## src/rtl/temp_countdown_ctrl_pkg.sv

```systemverilog
// temp_countdown_ctrl_pkg: state encoding and default width shared by the countdown, display and control logic
package temp_countdown_ctrl_pkg;
  localparam int DEF_WIDTH = 6;
  typedef enum logic [1:0] {
    ST_IDLE  = 2'd0,
    ST_RUN   = 2'd1,
    ST_PAUSE = 2'd2,
    ST_DONE  = 2'd3
  } state_t;
endpackage

```

## src/rtl/temp_countdown_ctrl_tick_edge_det.sv

```systemverilog
// tick_edge_det: registered rising-edge detector; a level held high yields a single pulse
module tick_edge_det (
  input  logic clk,
  input  logic reset,
  input  logic in,
  output logic pulse
);
  logic in_q;
  always_ff @(posedge clk) in_q <= reset ? 1'b0 : in;
  assign pulse = in & ~in_q;
endmodule

```

## src/rtl/temp_countdown_ctrl.sv

```systemverilog
// temp_countdown_ctrl: loads a tick count and counts it down on tick edges, with pause, cancel and expiry reporting
module temp_countdown_ctrl
  import temp_countdown_ctrl_pkg::*;
#(
  parameter int WIDTH = DEF_WIDTH
) (
  input  logic             clk,
  input  logic             reset,
  input  logic             tick,
  input  logic             start,
  input  logic [WIDTH-1:0] load_val,
  input  logic             pause,
  input  logic             cancel,
  input  logic             ack,
  output logic             busy,
  output logic             done,
  output logic             expired,
  output logic [WIDTH-1:0] remaining,
  output logic [1:0]       state
);
  state_t st_q, st_n;
  logic [WIDTH-1:0] rem_n;
  logic tick_ev, exp_n;
  tick_edge_det u_tick_edge (.clk(clk), .reset(reset), .in(tick), .pulse(tick_ev));
  always_comb begin
    st_n  = st_q;
    rem_n = remaining;
    exp_n = 1'b0;
    if (cancel) begin
      st_n  = ST_IDLE;
      rem_n = '0;
    end else if (start) begin
      rem_n = load_val;
      st_n  = (load_val != '0) ? ST_RUN : ST_DONE;
      exp_n = (load_val == '0);
    end else begin
      case (st_q)
        ST_RUN:
          if (pause) st_n = ST_PAUSE;
          else if (tick_ev) begin
            // a count of 1 (or 0) finishes instead of wrapping
            rem_n = (remaining > WIDTH'(1)) ? remaining - WIDTH'(1) : '0;
            st_n  = (remaining > WIDTH'(1)) ? ST_RUN : ST_DONE;
            exp_n = (remaining <= WIDTH'(1));
          end
        ST_PAUSE: st_n = pause ? ST_PAUSE : ST_RUN;
        ST_DONE:  st_n = ack ? ST_IDLE : ST_DONE;
        default:  st_n = ST_IDLE;
      endcase
    end
  end
  always_ff @(posedge clk) begin
    if (reset) begin
      st_q      <= ST_IDLE;
      remaining <= '0;
      busy      <= 1'b0;
      done      <= 1'b0;
      expired   <= 1'b0;
    end else begin
      st_q      <= st_n;
      remaining <= rem_n;
      busy      <= (st_n == ST_RUN) || (st_n == ST_PAUSE);
      done      <= (st_n == ST_DONE);
      expired   <= exp_n;
    end
  end
  assign state = st_q;
endmodule

```

## config.mk

```make
export PLATFORM = sky130hd
export DESIGN_NAME = temp_countdown_ctrl
export DESIGN_NICKNAME = d
export VERILOG_FILES = /design/src/rtl/temp_countdown_ctrl_pkg.sv /design/src/rtl/temp_countdown_ctrl_tick_edge_det.sv /design/src/rtl/temp_countdown_ctrl.sv
export SDC_FILE = /design/constraint.sdc
export NUM_CORES = 1
export LEC_CHECK = 0
export CAP_MARGIN = 20
export CORE_AREA = 2 2 39 41
export CTS_BUF_LIST = sky130_fd_sc_hd__clkbuf_16
export CTS_CLUSTER_SIZE = 24
export DETAILED_ROUTE_END_ITERATION = 7
export DIE_AREA = 0 0 41 43
export DONT_BUFFER_PORTS = 1
export PLACE_DENSITY = 0.75
export SLEW_MARGIN = 20
export SYNTH_ARGS = -nofsm -noshare
export SYNTH_HDL_FRONTEND = slang
export SYNTH_SLANG_ARGS = --single-unit
```

## constraint.sdc

```tcl
create_clock -name clk -period 3.8 [get_ports clk]
set_input_delay 1.14 -clock clk [delete_from_list [all_inputs] [get_ports clk]]
set_output_delay 1.14 -clock clk [all_outputs]
set_load 0.02 [all_outputs]
```

# Word-level counts from Yosys, hierarchy flattened
# Index checks and enable logic that the tools add are counted.
[word_totals] latchBits=0 romBits=0 wordCells=43 reg_bits=12 mem_count=0 ramBits=0 out_inout_bits=11 input_bits=13
[op_classes] div=0 mul=0 muxes=18 shifts=0 magnitude_cmp=2 n_reduce_logical=7 n_eq_ne=7 bitwise_logic=2 addsub=1
[ops] op="2-to-1 mux 6 bit" count=5
[ops] op="2-to-1 mux 2 bit" count=8
[ops] op="== test 2 bit, second input constant" count=4
[ops] op="greater-than comparator 6 x 1 -> 1 bit, second input constant" count=1
[ops] op="less-or-equal comparator 6 x 1 -> 1 bit, second input constant" count=1
[ops] op="logical NOT 6 bit" count=1
[ops] op="case mux 2 bit (3 select lines)" count=1
[ops] op="nonzero test 6 bit" count=1
[ops] op="subtractor 6 x 1 -> 6 bit, second input constant" count=1
[ops] op="== test 2 x 1 -> 1 bit, second input constant" count=2
[ops] op="2-to-1 mux 1 bit" count=4
[ops] op="nonzero test 2 bit" count=2
[ops] op="AND reduction 3 bit" count=1
[ops] op="inequality test 2 bit, second input constant" count=1
[ops] op="OR reduction 2 bit" count=1
[ops] op="AND 1 bit" count=1
[ops] op="logical OR 1 bit" count=1
[ops] op="NOT 1 bit" count=1

# Longest topological paths before layout
# Gate-level depths: netlist of the first run.
[logic_depth] word_depth=9 mapped_depth=8 depth_no_buf=8

# By module
# Synthesis of the first run repeated with hierarchy kept, for this count alone.
[hier_totals] hier_cells=76 area_unflattened_um2=640.6
[modules_own_cells] module="temp_countdown_ctrl" cells_per_inst=73 seq_area_each_um2=220.2 area_each_um2=593.1 instances=1
[modules_own_cells] module="tick_edge_det" cells_per_inst=3 seq_area_each_um2=20.0 area_each_um2=47.5 instances=1

# Least setup slack after synthesis of the first run
# OpenSTA, ideal clock, no wires.
[synth_path] path_kind="input to register" startpoint="input load_val[3]" endpoint="register busy" path_slack_ns=1.352 required_time_ns=3.686 setup_time_ns=0.114 n_path_buf=0 arrival_ns=2.334 stages=6 path_cell_list="or4_1 -> nor3_1 -> a31oi_1 -> nor2_1 -> ha_1 -> nor2b_1"
[synth_between] elab_chain_len=6 word_cells_on_any_way=7 classes_between="2 x eq/ne; 3 x mux; 2 x reduce/logical"
[synth_rtl] item="from (decl)" line_no="temp_countdown_ctrl.sv:11" source="input logic [WIDTH-1:0] load_val,"
[synth_rtl] item="nonzero test 6 bit *" line_no="temp_countdown_ctrl.sv:34" source="st_n = (load_val != '0) ? ST_RUN : ST_DONE;"
[synth_rtl] item="2-to-1 mux 2 bit *" line_no="temp_countdown_ctrl.sv:34"
[synth_rtl] item="2-to-1 mux 2 bit *" line_no="temp_countdown_ctrl.sv:32" source="end else if (start) begin"
[synth_rtl] item="2-to-1 mux 2 bit *" line_no="temp_countdown_ctrl.sv:29" source="if (cancel) begin"
[synth_rtl] item="net st_n[1]" line_no="temp_countdown_ctrl.sv:21" source="state_t st_q, st_n;"
[synth_rtl] item="== test 2 x 1 -> 1 bit or == test 2 bit (tied branches)" line_no="temp_countdown_ctrl.sv:62" source="busy <= (st_n == ST_RUN) || (st_n == ST_PAUSE);"
[synth_rtl] item="logical OR 1 bit *" line_no="temp_countdown_ctrl.sv:62"
[synth_rtl] item="to (signal assigned)" line_no="temp_countdown_ctrl.sv:62"
[synth_rtl] item="to (decl)" line_no="temp_countdown_ctrl.sv:15" source="output logic busy,"
# Mark *: on every way through the listed nets, which the timed path passes. The rest lies on a longest branch.
# A chain may end at the register's enable or synchronous reset.

# Final worst setup path of the first run
# Ends and elaborated chain as after synthesis.

==> run_results.csv, run 1 <==
group,metric,value,unit
cts,holdBufCountCts,0,
cts,path_clk_slew,0.04,ns
setup_path,cp_data_required_time,3.93,ns
global_route,grt_max_degree,13,
setup_path,cp_top_family,"simple AND/OR/NAND/NOR gates",
routing,via_count,603,
global_route,grt.overflow.total,0,
cells_and_area,area_growth,13.8,%
min_path,min-delay-start,"remaining[1]",
synthesis,synth-async-reset-ratio,0,
sta,hold_viol,0,
power_and_ir_drop,ir_drop,0.000264,V
routing,route.detailed.drc,0,
placement,place_congestion,0.790,
synthesis,synth_edf_count,0,
cts,cts_root_buf,"clkbuf_16",
global_route,grt_pass1_wl,2.42,mm
min_path,min_path_type,"reg -> reg",
placement,hpwlAfterDp,1.13,mm
cells_and_area,num-fill-cells,124,
cts,insertion_delay,0.24,ns
sta,worst_pin_slew,0.472,ns
cts,cts_max_level,1,
cells_and_area,final_cells,97,
routing,wl_per_cell,15.7,µm
cells_and_area,n_antenna_cell,0,
die,rows,14,
cts,postCtsSetupBuffers,0,
setup_path,critPathArrivalTime,2.55,ns
sta,max_slew_margin,0.685,
synthesis,ys_ff_latch,12,
cells_and_area,final_cell_mix,"dfxtp_1, nor2_1, nand2_1",
die,core,1380,µm²
routing,routed_wirelength,1.52,mm
setup_path,path_cells,"or4_1 > nor3_1 > a31oi_1 > nor2_1 > ha_1 > nor2b_1",
sta,setup_tns,0,ns
routing,first_pass_iters,4,
setup_path,max_stage_delay,0.54,ns
global_route,track_usage,0.205,
setup_path,crit_fanout,2,
sta,period_share,0.635,
sta,fin_crit,2.41,ns
setup_path,critPathKind,"in -> reg",
synthesis,synth_nets,95,
setup_path,cp_slowest_cell,"or4_1",
synthesis,synthDistinctLibCells,30,
cts,cts.sink_count,12,
cts,postCtsResizedCells,0,
cells_and_area,drive_above_1_share,0.111,
cts,cts_buffers,3,
outcome,outcome,"finished, final reports clean",
sta,setup_viol,0,
sta,skew,0.00207,ns
power_and_ir_drop,p_leak,0.263,nW
synthesis,syn_area_per_cell,8.27,µm²
cells_and_area,final_common_cell,"dfxtp_1",
synthesis,seq_area_frac_synth,0.368,
die,die_area,1760,µm²
job,drv_cap,0,
die,start_util,0.472,
synthesis,synthCells,79,
routing,first_iter_violations,17,
global_route,antenna_found_initial,0,
synthesis,ys.flop_type,"dfxtp_1",
placement,portBuffers,0,
routing,via_per_inst,6.22,
die,chipWidth,41,µm
synthesis,ys_warn_count,0,
synthesis,syn_area,653,µm²
cells_and_area,nets,98,
power_and_ir_drop,p_per_area,487,nW/µm²
die,num_io_pins,24,
cts,cts_buffer_depth,2,
setup_path,critPathLaunchType,"input port",
setup_path,cp-startpoint,"load_val[3]",
routing,drtAntennaViolNets,0,
setup_path,crit_path_end_kind,"flip-flop",
sta,finalMaxSlewViolations,0,
setup_path,critPathBufInv,0,
sta,fmax,0.414,GHz
setup_path,worstReg2RegStart,"remaining[0]",
sta,grt_setup_unrepaired,"no",
placement,dp_cells,93,
global_route,grt_pass1_vias,552,
die,die-height,43,µm
cts,cts_tree,"built",
==> tightest hold or removal path, delay by kind of cell (launching register included) <==
family | cells | cell delay [ns]
compound gates | 1 | 0.08
flops | 1 | 0.39
simple gates | 1 | 0.09
==> registers in the layout, indices dropped and copies added, names as in the netlist <==
| register | flops |
|---|---|
| state | 2 |
| remaining | 6 |
| expired | 1 |
| u_tick_edge.in_q | 1 |
| done | 1 |
| busy | 1 |
==> power breakdown <==
part	switching (W)	internal, W
Combinational	0.0000155	0.0000115
Clock	0.0000545	0.000138
Sequential	0.0000110	0.000131
Total	0.0000810	0.000281
==> routing by layer <==
layer / up-vias / GRT usage / routed length [µm]
met2: 31 / 0.291 / 702
met5: - / 0 / 0
met1: 272 / 0.251 / 630
met4: 0 / 0.133 / 48
li1: 292 / - / -
met3: 8 / 0.0681 / 142
==> Yosys cell counts, types with 2 or more instances <==
cell     number  share of area
dfxtp_1      12           0.37
or3_1         4          0.038
a31oi_1       6          0.057
or3b_1        2          0.027
inv_1         5          0.029
a21oi_1       2          0.015
nor2b_1       2          0.019
nor2_1       10          0.057
ha_1          3          0.057
nand2_1       8          0.046
o21ai_0       6          0.046
==> layout make-up <==
class / instances / area (µm²) / share of cell area
Sequential cell: 12 / 240 / 0.323
Clock buffer: 3 / 75.1 / 0.101
Tap cell: 16 / 20.0 / 0.0269
Multi-Input combinational cell: 60 / 385 / 0.519
Clock inverter: 1 / 3.75 / 0.00505
Inverter: 5 / 18.8 / 0.0253
==> cell families after synthesis <==
family,Yosys count,share of synthesized area
AO/OA/AOI/OAI,20,0.199
XOR/XNOR,1,0.0134
adder cells (fa/ha/maj),3,0.0575
buffers and inverters,7,0.0421
flip-flops,12,0.368
AND/OR/NAND/NOR,36,0.320
==> metrics by stage <==
step                      setup WS [ns]  power [W]  instance area (µm²)  utilization  hold slack, ns
final                              1.39   0.000362                  743        0.537           0.605
after floorplan                    1.35   0.000165                  653            -           0.568
after global routing               1.34   0.000373                  743        0.537           0.640
after global placement             1.27   0.000170                  664        0.480           0.591
after CTS                          1.44   0.000363                  743        0.537           0.605
after detailed placement           1.20   0.000171                  664        0.480           0.597
==> worst paths after layout <==
kind,endpoint,slack (ns),cells past startpoint
worst max-delay path,busy,1.39,6
worst min-delay path,remaining[1],0.60,2
worst max register to register,busy,1.73,8
worst min register to register,remaining[1],0.60,2
No activity file was read; power rests on OpenSTA's default activity.
==> run 2: changes to the inputs <==
==> constraint.sdc (replaced) <==
create_clock -name clk -period 2.5 [get_ports clk]
set_input_delay 0.75 -clock clk [delete_from_list [all_inputs] [get_ports clk]]
set_output_delay 0.75 -clock clk [all_outputs]
set_load 0.02 [all_outputs]
==> run_results.csv, run 2 (synthesized netlist as in run 1, its figures left out) <==
group,metric,value,unit
cts,cts_root_buf,"clkbuf_16",
global_route,grt.overflow.total,0,
setup_path,cp_slowest_cell,"dfxtp_1",
sta,max_slew_margin,0.693,
cells_and_area,final_cells,97,
sta,fin_hold_ws,0.574,ns
cells_and_area,fin_util,0.537,
cells_and_area,largest_register,"remaining",
power_and_ir_drop,p_clk_frac,0.529,
cts,cts_max_level,1,
routing,via_per_inst,6.15,
setup_path,critPathLaunchType,"flip-flop",
power_and_ir_drop,ir_drop,0.000395,V
setup_path,rr_worst_depth,8,
setup_path,critPathBufInv,1,
die,core,1380,µm²
setup_path,crit_path_end_kind,"flip-flop",
power_and_ir_drop,p_seq_frac,0.396,
job,drv_cap,0,
global_route,grt_pass1_wl,2.36,mm
cells_and_area,final_common_cell,"dfxtp_1",
cts,insertion_delay,0.24,ns
placement,place_congestion,0.791,
die,die-height,43,µm
global_route,track_usage,0.198,
cells_and_area,num-fill-cells,123,
cells_and_area,drive_above_1_share,0.111,
cts,path_clk_slew,0.04,ns
sta,skew,0.00246,ns
routing,first_iter_violations,20,
routing,via_count,597,
routing,wl_per_cell,14.7,µm
die,start_util,0.472,
setup_path,critPathArrivalTime,2.14,ns
placement,hpwlAfterDp,1.10,mm
setup_path,cp_data_required_time,2.63,ns
cts,cts_tree,"built",
global_route,grt_max_degree,13,
cells_and_area,nets,98,
outcome,outcome,"finished, final reports clean",
min_path,min_path_type,"in -> reg",
die,rows,14,
sta,hold_viol,0,
setup_path,path_cells,"inv_1 > ha_1 > o21bai_1 > o41ai_1 > a31oi_1 > nor2_1 > ha_1 > nor2b_1",
global_route,grt_pass1_vias,574,
sta,grt_setup_unrepaired,"no",
cts,cts.sink_count,12,
die,die_area,1760,µm²
setup_path,critPathKind,"reg -> reg",
cells_and_area,final_cell_mix,"dfxtp_1, nor2_1, nand2_1",
die,chipWidth,41,µm
cts,cts_buffer_depth,2,
cts,cts_buffers,3,
routing,first_pass_iters,6,
sta,setup_tns,0,ns
setup_path,crit_fanout,6,
cells_and_area,area_growth,13.8,%
setup_path,path_common_cell,"ha_1",
setup_path,cp_top_family,"compound AO/OA/AOI/OAI gates",
sta,worst_pin_slew,0.460,ns
placement,pre_cts_slack,0.318,ns
placement,dp_cells,93,
placement,portBuffers,0,
routing,drtAntennaViolNets,0,
cts,holdBufCountCts,0,
sta,finalMaxSlewViolations,0,
setup_path,worstSetupPathDepth,8,
power_and_ir_drop,p_leak,0.263,nW
sta,period_share,0.803,
sta,fmax,0.498,GHz
cells_and_area,largest_register_ffs,6,
power_and_ir_drop,intPower,0.000427,W
cts,postCtsSetupBuffers,0,
sta,setup_viol,0,
power_and_ir_drop,power.switching,0.000118,W
cts,postCtsResizedCells,0,
setup_path,max_stage_delay,0.52,ns
power_and_ir_drop,power_frac_comb,0.075,
min_path,min_path_cells,1,
cells_and_area,n_antenna_cell,0,
power_and_ir_drop,p_per_area,733,nW/µm²
sta,fin_crit,2.01,ns
global_route,antenna_found_initial,0,
routing,route.detailed.drc,0,
power_and_ir_drop,netSwitchingFraction,0.216,
die,num_io_pins,24,
routing,routed_wirelength,1.43,mm
sta,fin_ws,0.491,ns
==> run 2: cell counts in the layout (fill, tap and decap cells not counted) <==
Identical to the previous run, type by type.
==> run 2: cell type report <==
type                            count  area (µm²)  share of cell area
Sequential cell                    12         240               0.323
Tap cell                           16        20.0              0.0269
Clock inverter                      1        3.75             0.00505
Multi-Input combinational cell     60         385               0.519
Inverter                            5        18.8              0.0253
Clock buffer                        3        75.1               0.101
==> run 2: path summary, 6_finish.rpt <==
kind           startpoint                to  slack, ns
max          remaining[0]              busy       0.49
max reg2reg  remaining[0]              busy       0.49
min reg2reg  remaining[4]      remaining[4]       0.60
min                 reset  u_tick_edge.in_q       0.57
==> run 2: per-layer routing <==
layer	GRT usage	up-vias	part of all wire
met5	0	-	0
met4	0.100	0	0.023
met3	0.0995	6	0.12
met2	0.269	37	0.47
met1	0.248	267	0.38
li1	-	287	-
==> run 2: worst register-to-register path, cell delays in order (launching register included) <==
cell      delay [ns]
dfxtp_1         0.52
inv_1           0.09
ha_1            0.24
o21bai_1        0.26
o41ai_1         0.12
a31oi_1         0.22
nor2_1          0.07
ha_1            0.27
nor2b_1         0.13
==> run 2: power groups by stage <==
stage / logic, W / clock network [W] / registers [W]
6_report: 0.0000408 / 0.000288 / 0.000216
5_1_grt: 0.0000455 / 0.000301 / 0.000217
4_1_cts: 0.0000406 / 0.000292 / 0.000216
3_5_place_dp: 0.0000402 / 0 / 0.000219
3_3_place_gp: 0.0000392 / 0 / 0.000219
2_1_floorplan: 0.0000349 / 0 / 0.000216
==> run 2: stage by stage <==
stage / instance area (µm²) / total power (W)
after floorplan: 653 / 0.000251
after global placement: 664 / 0.000258
after detailed placement: 664 / 0.000260
after CTS: 743 / 0.000549
after global routing: 743 / 0.000564
final: 743 / 0.000544
